--- config.mk ---
export PLATFORM = sky130hd
export DESIGN_NAME = vram_arbiter
export DESIGN_NICKNAME = d
export VERILOG_FILES = /design/src/rtl/vram_pkg.sv /design/src/rtl/vram_clear_sweep.sv /design/src/rtl/vram_arbiter.sv
export SDC_FILE = /design/constraint.sdc
export NUM_CORES = 1
export LEC_CHECK = 0
export BUFFER_PORTS_ARGS = -buffer_cell sky130_fd_sc_hd__buf_4
export CELL_PAD_IN_SITES_DETAIL_PLACEMENT = 0
export CELL_PAD_IN_SITES_GLOBAL_PLACEMENT = 1
export CORE_MARGIN = 2
export CORE_UTILIZATION = 35
export DETAILED_ROUTE_END_ITERATION = 12
export PLACE_DENSITY_LB_ADDON = 0.05
export SYNTH_ARGS = -nofsm -noshare
export SYNTH_HDL_FRONTEND = slang
export SYNTH_SLANG_ARGS = --single-unit
--- constraint.sdc ---
create_clock -name clk -period 2.7 [get_ports clk]
set_clock_uncertainty 0.15 [all_clocks]
set_input_delay 0 -clock clk [delete_from_list [all_inputs] [get_ports clk]]
set_output_delay 0 -clock clk [all_outputs]
set_load 0.005 [all_outputs]
--- src/rtl/vram_pkg.sv ---
// Shared types for the VRAM arbiter: geometry defaults, CPU op codes, FSM states.
// Latency: none (declarations and one pure address-packing function).
// Backpressure: none.
package vram_pkg;

    localparam int HPOS_W = 7;
    localparam int VPOS_W = 6;
    localparam int PIX_W  = 2;
    localparam int ADDR_W = HPOS_W + VPOS_W;

    localparam logic [1:0] OP_READ  = 2'd0;
    localparam logic [1:0] OP_WRITE = 2'd1;
    localparam logic [1:0] OP_XOR   = 2'd2;
    localparam logic [1:0] OP_CLEAR = 2'd3;

    typedef enum logic [2:0] {
        ST_IDLE  = 3'd0,
        ST_ISSUE = 3'd1,
        ST_CAPT  = 3'd2,
        ST_WRB   = 3'd3,
        ST_CLEAR = 3'd4,
        ST_DONE  = 3'd5
    } state_t;

    // Row-major VRAM address: row in the upper bits, column in the lower bits.
    function automatic logic [ADDR_W-1:0] pack_addr(input logic [VPOS_W-1:0] vpos,
                                                    input logic [HPOS_W-1:0] hpos);
        return {vpos, hpos};
    endfunction

endpackage

--- src/rtl/vram_clear_sweep.sv ---
// Address sweep for the CLEAR op; present only when VRAM_ARB_CLEAR_EN is defined.
// Latency: count advances one step per cycle with advance high; last is combinational.
// Backpressure: advance low (display owns the port) freezes the count in place.
`ifdef VRAM_ARB_CLEAR_EN
module vram_clear_sweep #(
    parameter int CNT_W = 13
) (
    input  logic             clk,
    input  logic             reset,
    input  logic             advance,
    output logic [CNT_W-1:0] count,
    output logic             last
);

    // The counter wraps back to 0 after the final address, leaving it ready for the next sweep.
    always_ff @(posedge clk) begin
        if (reset) begin
            count <= '0;
        end else if (advance) begin
            count <= count + 1'b1;
        end
    end

    assign last = &count;

endmodule
`endif

--- src/rtl/vram_arbiter.sv ---
// Single-port VRAM arbiter: display scanout reads vs. CHIP-8 CPU READ/WRITE/XOR/CLEAR (CLEAR sweep needs VRAM_ARB_CLEAR_EN).
// Latency accept->ack: WRITE 2, READ 3, XOR 4, CLEAR 8193 (1 without the sweep), plus 1 per display-stalled port cycle.
// Backpressure: disp_req always wins the port; CPU holds cpu_req until cpu_ack, no timeout.
module vram_arbiter #(
    parameter int HPOS_W = vram_pkg::HPOS_W,
    parameter int VPOS_W = vram_pkg::VPOS_W,
    parameter int PIX_W  = vram_pkg::PIX_W
) (
    input  logic                     clk,
    input  logic                     reset,
    input  logic                     disp_req,
    input  logic [HPOS_W-1:0]        disp_hpos,
    input  logic [VPOS_W-1:0]        disp_vpos,
    output logic [PIX_W-1:0]         disp_pixel,
    input  logic                     cpu_req,
    input  logic [1:0]               cpu_op,
    input  logic [HPOS_W-1:0]        cpu_hpos,
    input  logic [VPOS_W-1:0]        cpu_vpos,
    input  logic [PIX_W-1:0]         cpu_wdata,
    output logic                     cpu_ack,
    output logic [PIX_W-1:0]         cpu_rdata,
    output logic                     cpu_collide,
    output logic                     busy,
    output logic [VPOS_W+HPOS_W-1:0] mem_addr,
    output logic                     mem_we,
    output logic [PIX_W-1:0]         mem_wdata,
    input  logic [PIX_W-1:0]         mem_rdata
);
    import vram_pkg::*;

    localparam int AW = HPOS_W + VPOS_W;

    state_t            state;
    logic [1:0]        op_q;
    logic [AW-1:0]     addr_q;
    logic [PIX_W-1:0]  wdata_q;
    logic              disp_q;

`ifdef VRAM_ARB_CLEAR_EN
    logic [AW-1:0]     sweep_cnt;
    logic              sweep_last;
    logic              sweep_adv;

    assign sweep_adv = (state == ST_CLEAR) && !disp_req;

    vram_clear_sweep #(
        .CNT_W   (AW)
    ) u_sweep (
        .clk     (clk),
        .reset   (reset),
        .advance (sweep_adv),
        .count   (sweep_cnt),
        .last    (sweep_last)
    );
`endif

    assign busy = (state != ST_IDLE);

    // Display read data arrives one cycle after its address; capture it in that cycle.
    always_ff @(posedge clk) begin
        if (reset) begin
            disp_q     <= 1'b0;
            disp_pixel <= '0;
        end else begin
            disp_q <= disp_req;
            if (disp_q) begin
                disp_pixel <= mem_rdata;
            end
        end
    end

    // CPU sequencer: accept, wait out display cycles, use the port, pulse ack on entry to DONE.
    always_ff @(posedge clk) begin
        if (reset) begin
            state       <= ST_IDLE;
            op_q        <= OP_READ;
            addr_q      <= '0;
            wdata_q     <= '0;
            cpu_ack     <= 1'b0;
            cpu_rdata   <= '0;
            cpu_collide <= 1'b0;
        end else begin
            cpu_ack <= 1'b0;
            case (state)
                ST_IDLE: begin
                    // Acceptance never touches memory, so it proceeds even during display cycles.
                    if (cpu_req) begin
                        op_q        <= cpu_op;
                        addr_q      <= {cpu_vpos, cpu_hpos};
                        wdata_q     <= cpu_wdata;
                        cpu_rdata   <= '0;
                        cpu_collide <= 1'b0;
                        if (cpu_op == OP_CLEAR) begin
`ifdef VRAM_ARB_CLEAR_EN
                            state   <= ST_CLEAR;
`else
                            state   <= ST_DONE;
                            cpu_ack <= 1'b1;
`endif
                        end else begin
                            state <= ST_ISSUE;
                        end
                    end
                end
                ST_ISSUE: begin
                    if (!disp_req) begin
                        if (op_q == OP_WRITE) begin
                            state   <= ST_DONE;
                            cpu_ack <= 1'b1;
                        end else begin
                            state <= ST_CAPT;
                        end
                    end
                end
                ST_CAPT: begin
                    // Read data belongs to the ISSUE address even if the display grabs the port now.
                    cpu_rdata   <= mem_rdata;
                    cpu_collide <= (op_q == OP_XOR) && (|(mem_rdata & wdata_q));
                    if (op_q == OP_XOR) begin
                        state <= ST_WRB;
                    end else begin
                        state   <= ST_DONE;
                        cpu_ack <= 1'b1;
                    end
                end
                ST_WRB: begin
                    if (!disp_req) begin
                        state   <= ST_DONE;
                        cpu_ack <= 1'b1;
                    end
                end
                ST_CLEAR: begin
`ifdef VRAM_ARB_CLEAR_EN
                    if (!disp_req && sweep_last) begin
                        state   <= ST_DONE;
                        cpu_ack <= 1'b1;
                    end
`else
                    state <= ST_IDLE;
`endif
                end
                ST_DONE: begin
                    state <= ST_IDLE;
                end
                default: begin
                    state <= ST_IDLE;
                end
            endcase
        end
    end

    // Port mux: display first, then whatever the CPU state needs; gated during reset so an abort writes nothing.
    always_comb begin
        mem_addr  = addr_q;
        mem_we    = 1'b0;
        mem_wdata = wdata_q;
        if (disp_req) begin
            mem_addr = {disp_vpos, disp_hpos};
        end else if (!reset) begin
            case (state)
                ST_ISSUE: begin
                    mem_we = (op_q == OP_WRITE);
                end
                ST_WRB: begin
                    mem_we    = 1'b1;
                    mem_wdata = cpu_rdata ^ wdata_q;
                end
`ifdef VRAM_ARB_CLEAR_EN
                ST_CLEAR: begin
                    mem_addr  = sweep_cnt;
                    mem_we    = 1'b1;
                    mem_wdata = '0;
                end
`endif
                default: begin
                end
            endcase
        end
    end

endmodule

; After elaboration in Yosys (flattened, before gate mapping)
; Cells that the tools add are included.
[word_totals]
reg_bits = 27
latchBits = 0
mem_bits_rw = 0
rom_bits = 0
out_inout_bits = 23
wordCells = 53
n_memories = 0
[classes]
add_sub_neg = 0
mul = 0
div = 0
order_cmp = 0
eq_ne = 9
shift = 0
mux = 25
bitwise_logic = 2
n_reduce_logical = 8
[op_table]
columns = op, n
row1 = 3-bit two-way mux, 6
row2 = 13-bit two-way mux, 1
row3 = 3-bit case mux with 4 select lines, 1
row4 = 1-bit two-way mux, 9
row5 = 2-bit two-way mux, 4
row6 = 3-bit by 2-bit == test with 1-bit output (second input constant), 2
row7 = 2-bit != test (second input constant), 3
row8 = 2-bit == test (second input constant), 2
row9 = 1-bit case mux with 2 select lines, 2
row10 = 1-bit case mux with 4 select lines, 1
row11 = 2-bit case mux with 2 select lines, 1
row12 = 2-bit AND reduction, 2
row13 = 3-bit by 1-bit == test with 1-bit output (second input constant), 1
row14 = 3-bit zero test, 1
row15 = 3-bit AND reduction, 1
row16 = 3-bit nonzero test, 1
row17 = 2-bit bitwise AND, 1
row18 = 2-bit by 1-bit == test with 1-bit output (second input constant), 1
row19 = 2-bit nonzero test, 1
row20 = 2-bit OR reduction, 1
row21 = 2-bit bitwise XOR, 1
row22 = 1-bit logical AND, 1

; Longest topological paths before layout
; Gate-level depths: netlist of the first run.
[logic_depth]
word_depth = 4
depth_mapped = 4

; Worst setup path after synthesis of the first run
; Ideal clock, no wire load.
[synth_path]
kind = register -> register
start = register state[1]
end = register cpu_collide
arrival_time_ns = 1.152
required_time_ns = 2.416
slack_ns = 1.264
path_stages_with_launch = 5
path_buffers = 1
synth_period_minus_slack_ns = 1.436
path_cell_list = dfxtp_1 or4b_4 buf_6 nand3_1 a21oi_1
[synth_via]
elab_chain_cells = 3
word_cells_on_any_way = 6
classes_between = 2 x eq/ne / 1 x mux / 3 x reduce/logical
[synth_lines]
columns = item, line_no
row1 = "start, declared", vram_arbiter.sv:33  ; state_t state;
row2 = "start signal, assigned", vram_arbiter.sv:75  ; state <= ST_IDLE;
row3 = "start signal, assigned", vram_arbiter.sv:97  ; state <= ST_DONE;
row4 = "start signal, assigned", vram_arbiter.sv:101  ; state <= ST_ISSUE;
row5 = 3-bit by 2-bit == test with 1-bit output / 3-bit zero test (equally long branches), vram_arbiter.sv:84  ; case (state)
row6 = 2-bit nonzero test (no line) / 2-bit != test (equally long branches), --
row7 = 2-bit AND reduction (no line), --
row8 = "end signal, assigned", vram_arbiter.sv:118  ; cpu_collide <= (op_q == OP_XOR) && (|(mem_rdata & wdata_q));
row9 = "end, declared", vram_arbiter.sv:22  ; output logic cpu_collide,
; Several ways; a longest one is shown, not always the timed one.
; A chain may end at the register's enable or synchronous reset.

; Final worst setup path of the first run
[layout_path]
start = register state[1]
end = register cpu_rdata[0]
[layout_via]
elab_chain_cells = 3
word_cells_on_any_way = 6
classes_between = 2 x eq/ne / 1 x mux / 3 x reduce/logical
[layout_lines]
columns = item, line_no
row1 = 3-bit by 2-bit == test with 1-bit output / 3-bit zero test (equally long branches), vram_arbiter.sv:84
row2 = 2-bit nonzero test (no line) / 2-bit != test (equally long branches), --
row3 = 2-bit AND reduction (no line), --
row4 = "end signal, assigned", vram_arbiter.sv:117  ; cpu_rdata <= mem_rdata;
row5 = "end, declared", vram_arbiter.sv:21  ; output logic [PIX_W-1:0] cpu_rdata,
; Several ways; a longest one is shown, not always the timed one.

==> run summary, run 1 <==
Post-synthesis cell type count: 32
Critical path class: reg -> reg
P_sw: 0.2534 mW
Mapped Nets: 183
Sequential-to-total area share from yosys stat: 42.02%
Area delta synth->final: 69.55%
Worst-Margin Slew: 0.4653 ns
Syn Inst Count: 147
Storage cell area: 540.5 sq um
CTS resizes: 0
Share of layout cells above drive strength 1: 34.02%
Synth warnings: 0
Most Crowded Layer GR: met2
Vias in the first global route: 1383
RSZ-0062 raised after global routing: no
Cell Int Power: 0.6928 mW
TritonCTS buffer count: 3
Final worst path period need: 2.231 ns
Final hold vios: 0
CP max stage cell: or4b_4
Total grt overflow: 0
Slew HR: 68.93%
Starting Density: 35.67%
Max Cap Violations: 0
Commonest cells in the synthesized netlist: nand2_1 (38), dfxtp_1 (27), a21oi_1 (24)
H-tree Lvls: 1
Filler Cell Count: 313
Num Clock Sinks: 27
Max incr delay on CP: 0.74 ns
Pin count of the biggest net entering global routing: 26
Number of port buffers: 58
First-pass GRT wire length: 6058 um
Top cells by area, synth: dfxtp_1 (42%), mux2_2 (11%), nand2_1 (11%)
Hold Path Depth: 3
Routability cong.: 0.7773
Setup violators final: 0
Met1 Use GR: 20.95%
Final period utilization: 82.63%
Fmax: 448.2 MHz
Setup crit start kind: register
Worst vdd ir: 174.1 uV
Global-route usage over all layers: 18.69%
Sw Ratio: 26.78%
Synthesis-stage register bit count: 27
IO Pins: 59
ANT nets after route: 0
Pre-CTS setup slack: 0.9361 ns
Asr flop ratio synth: 0%
Clk_lat worst skew: 0.27 ns
WL final: 3746 um
Critical path cell sequence: or4b_4, nand3_1, a21oi_1, dlygate4sd3_1
Height of the die: 64.62 um
DPL Wire Length: 2277 um
Syn Std Cell Area: 1286 sq um
Vias: 1368
# diodes: 0
Min-delay worst type: in -> out
Status: completed
Vias per cell: 4.734
Leak pwr: 0.9757 nW
Initial antenna violation count: 0
Post-synthesis area per instance: 8.750 sq um
CTS root buf: clkbuf_8
Most frequent cell after synthesis: nand2_1
Met3 Usage GRT: 2.257%
Iter 0 DRT Violations: 59
Reg2Reg Depth: 4
# DRC: 0
Worst setup margin: 0.4691 ns
Clock Path Buffers: 2
Routed WL per cell: 12.96 um
GRT met2 Usage: 36.07%
Die area: 4176 sq um
Layout Nets: 278
Gate power share: 27.7%
Crit path capture type: register
Number of synthesized flops with an enable pin: 0
Placeable Area: 3606 sq um
Cell Pwr Density: 433.9 nW/um^2
Clock transition at path regs: 0.09 ns
Top_reg_cell synth: dfxtp_1
Synth top area share: 42.02%
Crit-path max FO: 20
WP data arrival: 2.25 ns
Area of the multi-input gates: 676.9 sq um
CP required: 2.72 ns
Final Max Slew Viols: 0
Setup TNS: 0 ns
Yosys top cell by area: dfxtp_1
Rows: 22
Die Width: 64.62 um
TritonRoute pass-1 iters: 6
CTS tree: yes
Clock share of power: 24.3%
Seq pwr share: 48.0%
[final timing paths]
check	start	endpoint	slack, ns
setup reg to reg	state[1]	cpu_rdata[0]	0.47
hold reg to reg	cpu_collide	cpu_collide	0.32
hold / removal	disp_vpos[1]	mem_addr[8]	0.15
setup / recovery	state[1]	cpu_rdata[0]	0.47
[power by group through the flow]
stage          logic (mW)  clock network, mW  registers [mW]
6_report            0.262              0.230           0.454
5_1_grt             0.286              0.261           0.459
4_1_cts             0.262              0.238           0.454
3_5_place_dp        0.208                  0           0.463
3_3_place_gp        0.204                  0           0.462
2_1_floorplan       0.126                  0           0.452
[kinds of logic after synthesis]
family	share of synthesized area (%)
AO/OA/AOI/OAI	13.23
buffers and inverters	5.350
flip-flops	42.02
multiplexers	13.72
XOR/XNOR	1.362
AND/OR/NAND/NOR	24.32
[layout make-up]
class | count | area share [%]
clock buffers | 3 | 1.893
clock inverters | 1 | 0.2295
inverters | 1 | 0.1721
multi-input cells | 109 | 31.04
flip-flops and latches | 27 | 24.78
well taps | 48 | 2.754
repair buffers | 100 | 39.13
[per-stage QoR]
| step | hold WS [ns] | util (%) | total power, mW | instances | cell area (sq um) |
|---|---|---|---|---|---|
| after global routing | 0.1612 | 60.48 | 1.007 | 289 | 2181 |
| final | 0.1465 | 60.48 | 0.9462 | 289 | 2181 |
| after detailed placement | 0.1106 | 47.81 | 0.6715 | 244 | 1724 |
| after global placement | 0.1024 | 47.81 | 0.6662 | 244 | 1724 |
| after CTS | 0.1477 | 60.48 | 0.9537 | 289 | 2181 |
| after floorplan | -0.02018 | - | 0.5778 | 147 | 1286 |
[routing by layer]
metal  vias up  wire (um)  share of wire (%)
met2        41       1951                 52
met4         0         61                1.6
met1       625       1580                 42
li1        696          -                  -
met3         6        152                4.1
met5         -          0                  0
[registers in the layout, indices dropped and copies added (netlist names)]
name	flops
op_q	2
disp_q	1
disp_pixel	2
cpu_ack	1
cpu_collide	1
state	3
cpu_rdata	2
wdata_q	2
addr_q	13
[cell usage in the layout (no fill, tap or decap), types with 2 or more instances in the layout]
cell            n
nand3_1         3
dlygate4sd3_1  41
a21oi_1        24
nand2_1        38
mux2i_1         3
mux2_2         13
nor2_1          4
nand4_1         2
dfxtp_1        27
xnor2_1         2
clkbuf_8        3
buf_4          59
nor2b_1         2
[worst max-delay path, delay by kind of cell, from the launching register on]
kind            cells  cell delay [ns]
compound gates      1             0.07
flops               1             0.46
simple gates        2             0.88
buf+inv             1             0.56
[timing repair]
action	CTS	global route
hold buffers	41	0
hold endpoints to repair	26	0
buffers inserted	0	0
No activity file was read; power rests on OpenSTA's default activity.
==> run 2, diff against run 1 <==
- ABC_AREA: not set -> 1
- CORE_UTILIZATION: 35 -> 28
- clock period: 2.7 -> 1.84 ns (I/O delays scaled with it)
==> run 2 against run 1 <==
Register-to-register slack got worse by 0.14 ns. Clock power rose by 59%. Via count up 3.7%. Synthesized cell count rose by 31%. Area after synthesis increased by 1.8%. Final cell count grew 11%.
==> run summary, run 2 <==
Min-delay worst type: in -> reg (was in -> out)
Clock Path Buffers: 2 (unchanged)
Routability cong.: 0.8207 (was 0.7773)
Die Width: 72.40 um (was 64.62 um)
CTS tree: yes (unchanged)
Setup TNS: 0 ns (unchanged)
Sequential-to-total area share from yosys stat: 41.26% (was 42.02%)
Post-synthesis area per instance: 6.788 sq um (was 8.750 sq um)
Synth warnings: 0 (unchanged)
Iter 0 DRT Violations: 41 (was 59)
Final worst path period need: 1.606 ns
Syn Std Cell Area: 1310 sq um (was 1286 sq um)
Hold Path Depth: 5 (was 3)
Hold EP: op_q[0] (was mem_addr[8])
Hold Path Origin: cpu_req (was disp_vpos[1])
WP data arrival: 1.46 ns (was 2.25 ns)
Worst setup margin: 0.2337 ns (was 0.4691 ns)
Starting Density: 29.48% (was 35.67%)
Placeable Area: 4444 sq um (was 3606 sq um)
Worst path bufs/invs: 2 (was 1)
Clock transition at path regs: 0.11 ns (was 0.09 ns)
H-tree Lvls: 1 (unchanged)
Share of layout cells above drive strength 1: 29.63% (was 34.02%)
Area delta synth->final: 55.30% (was 69.55%)
Filler-free cell count of the finished design: 322 (was 289)
R2R Setup Slk: 0.33 ns (was 0.47 ns)
CP delay by family, top: flip-flops (was simple AND/OR/NAND/NOR gates)
Setup crit start kind: register (unchanged)
Most common library cell in the layout ignoring fill and taps: buf_4 (unchanged)
Total grt overflow: 0 (unchanged)
CP required: 1.69 ns (was 2.72 ns)
Biggest register: addr_q (unchanged)
Setup violators final: 0 (unchanged)
Biggest regs: addr_q x13, state x3 (unchanged)
Synth top area share: 41.26% (was 42.02%)
Pre-CTS setup slack: 0.3538 ns (was 0.9361 ns)
CTS root buf: clkbuf_8 (unchanged)
Critical path cell sequence: inv_1, nor2_1, nand4_1, xnor2_1, buf_4 (was or4b_4, nand3_1, a21oi_1, dlygate4sd3_1)
Cell Pwr Density: 834.9 nW/um^2 (was 433.9 nW/um^2)
Reg-to-reg critical path startpoint: state[1] (unchanged)
Global-route usage over all layers: 14.73% (was 18.69%)
Max incr delay on CP: 0.46 ns (was 0.74 ns)
ANT nets after route: 0 (unchanged)
Layout Nets: 307 (was 278)
Post-synthesis cell type count: 21 (was 32)
Vias in the first global route: 1400 (was 1383)
Max FFs per register: 13 (unchanged)
Slew HR: 79.97% (was 68.93%)
Status: completed (unchanged)
Number of synthesized flops with an enable pin: 0 (unchanged)
Initial antenna violation count: 0 (unchanged)
IO Pins: 59 (unchanged)
CP max stage cell: dfxtp_1 (was or4b_4)
Placed instance count: 297 (was 244)
DPL Wire Length: 2577 um (was 2277 um)
Top cells by area, synth: dfxtp_1 (41%), nand2_1 (16%), nor2_1 (8.6%) (was dfxtp_1 (42%), mux2_2 (11%), nand2_1 (11%))
Critical path class: reg -> out (was reg -> reg)
Crit-path max FO: 5 (was 20)
Most frequent cell after synthesis: nand2_1 (unchanged)
Num Clock Sinks: 27 (unchanged)
Pin count of the biggest net entering global routing: 20 (was 26)
Crit path capture type: output pin (was register)
Mapped Nets: 229 (was 183)
Top_reg_cell synth: dfxtp_1 (unchanged)
TritonRoute pass-1 iters: 4 (was 6)
Filler Cell Count: 497 (was 313)
First-pass GRT wire length: 6072 um (was 6058 um)
Height of the die: 72.40 um (was 64.62 um)
Vias per cell: 4.404 (was 4.734)
Worst vdd ir: 339.3 uV (was 174.1 uV)
Worst-Margin Slew: 0.3004 ns (was 0.4653 ns)
Synthesis-stage register bit count: 27 (unchanged)
Asr flop ratio synth: 0% (unchanged)
Rows: 24 (was 22)
FF-to-FF End: addr_q[10] (was cpu_rdata[0])
Die area: 5242 sq um (was 4176 sq um)
Routed WL per cell: 11.40 um (was 12.96 um)
Syn Inst Count: 193 (was 147)
Final period utilization: 87.30%
Reg2Reg Depth: 6 (was 4)
Yosys top cell by area: dfxtp_1 (unchanged)
Clk_lat worst skew: 0.29 ns (was 0.27 ns)
# diodes: 0 (unchanged)
WL final: 3670 um (was 3746 um)
Final hold vios: 0 (unchanged)
Commonest cells in the synthesized netlist: nand2_1 (56), nor2_1 (30), dfxtp_1 (27) (was nand2_1 (38), dfxtp_1 (27), a21oi_1 (24))
Number of port buffers: 58 (unchanged)
RSZ-0062 raised after global routing: no (unchanged)
Commonest non-fill, non-tap cells in the layout: buf_4 (60), nand2_1 (56), nor2_1 (30) (was buf_4 (59), dlygate4sd3_1 (41), nand2_1 (38))
Vias: 1418 (was 1368)
Leak pwr: 0.9933 nW (was 0.9757 nW)
Final Max Slew Viols: 0 (unchanged)
TritonCTS buffer count: 3 (unchanged)
Max Cap Violations: 0 (unchanged)
# DRC: 0 (unchanged)
Fmax: 622.5 MHz
[run 2: final cells by class]
type                       instances  area, sq um  area share (%)
multi-input combinational        143        660.6           32.47
timing repair buffer              81        660.6           32.47
sequential                        27        540.5           26.57
tap                               52        65.06           3.198
inverter                          15        58.81           2.891
clock buffer                       3        41.29           2.030
clock inverter                     1        7.507          0.3690
[run 2: kinds of logic after synthesis]
kind of cell    Yosys count  share of synthesized area (%)
simple gates            113                          38.40
compound gates           29                          11.37
xor+xnor                  1                         0.6687
buf+inv                  23                          8.310
flops                    27                          41.26
[run 2: metal layers]
metal  GRT usage (%)  up-vias  part of all wire [%]  wire [um]
li1                -      757                     -          -
met1           18.17      619                    47       1727
met2           25.89       37                    47       1735
met3           2.083        5                   4.1        151
met4           5.556        0                   1.5         55
met5               0        -                     0          0
[run 2: power breakdown]
part	switching, mW	total [mW]	internal, mW
logic	0.317	0.594	0.276
clock network	0.211	0.366	0.155
registers	0.0604	0.739	0.679
total	0.589	1.70	1.11
[run 2: timing repair]
item / CTS / global route
hold buffers: 21 / 0
setup buffers: 0 / 0
endpoints found under the hold margin: 25 / 0
resized for setup: 0 / 0
[run 2: per-stage QoR]
step                      area (sq um)  util (%)  power, mW  hold WS (ns)
final                             2034     45.78      1.698       0.09422
after global routing              2034     45.78      1.818        0.1283
after CTS                         2034     45.78      1.718       0.09904
after detailed placement          1775     39.95      1.318       0.07995
after global placement            1775     39.95      1.319       0.07315
after floorplan                   1310         -      1.105      -0.06054
[run 2: worst max path at each step]
stage	cells after the start	end	slack, ns	start
final	5	mem_wdata[0]	0.23	state[1]
after global placement	6	addr_q[10]	0.39	state[1]
after global routing	6	mem_wdata[0]	0.12	state[2]
after CTS	6	mem_wdata[0]	0.20	state[2]
after detailed placement	6	addr_q[10]	0.35	state[1]
after floorplan	7	op_q[1]	0.55	state[1]
[run 2: worst register-to-register path, delay by kind of cell (launching register included)]
family	cells	cell delay, ns
buffers and inverters	1	0.17
AND/OR/NAND/NOR	5	0.70
flip-flops	1	0.39
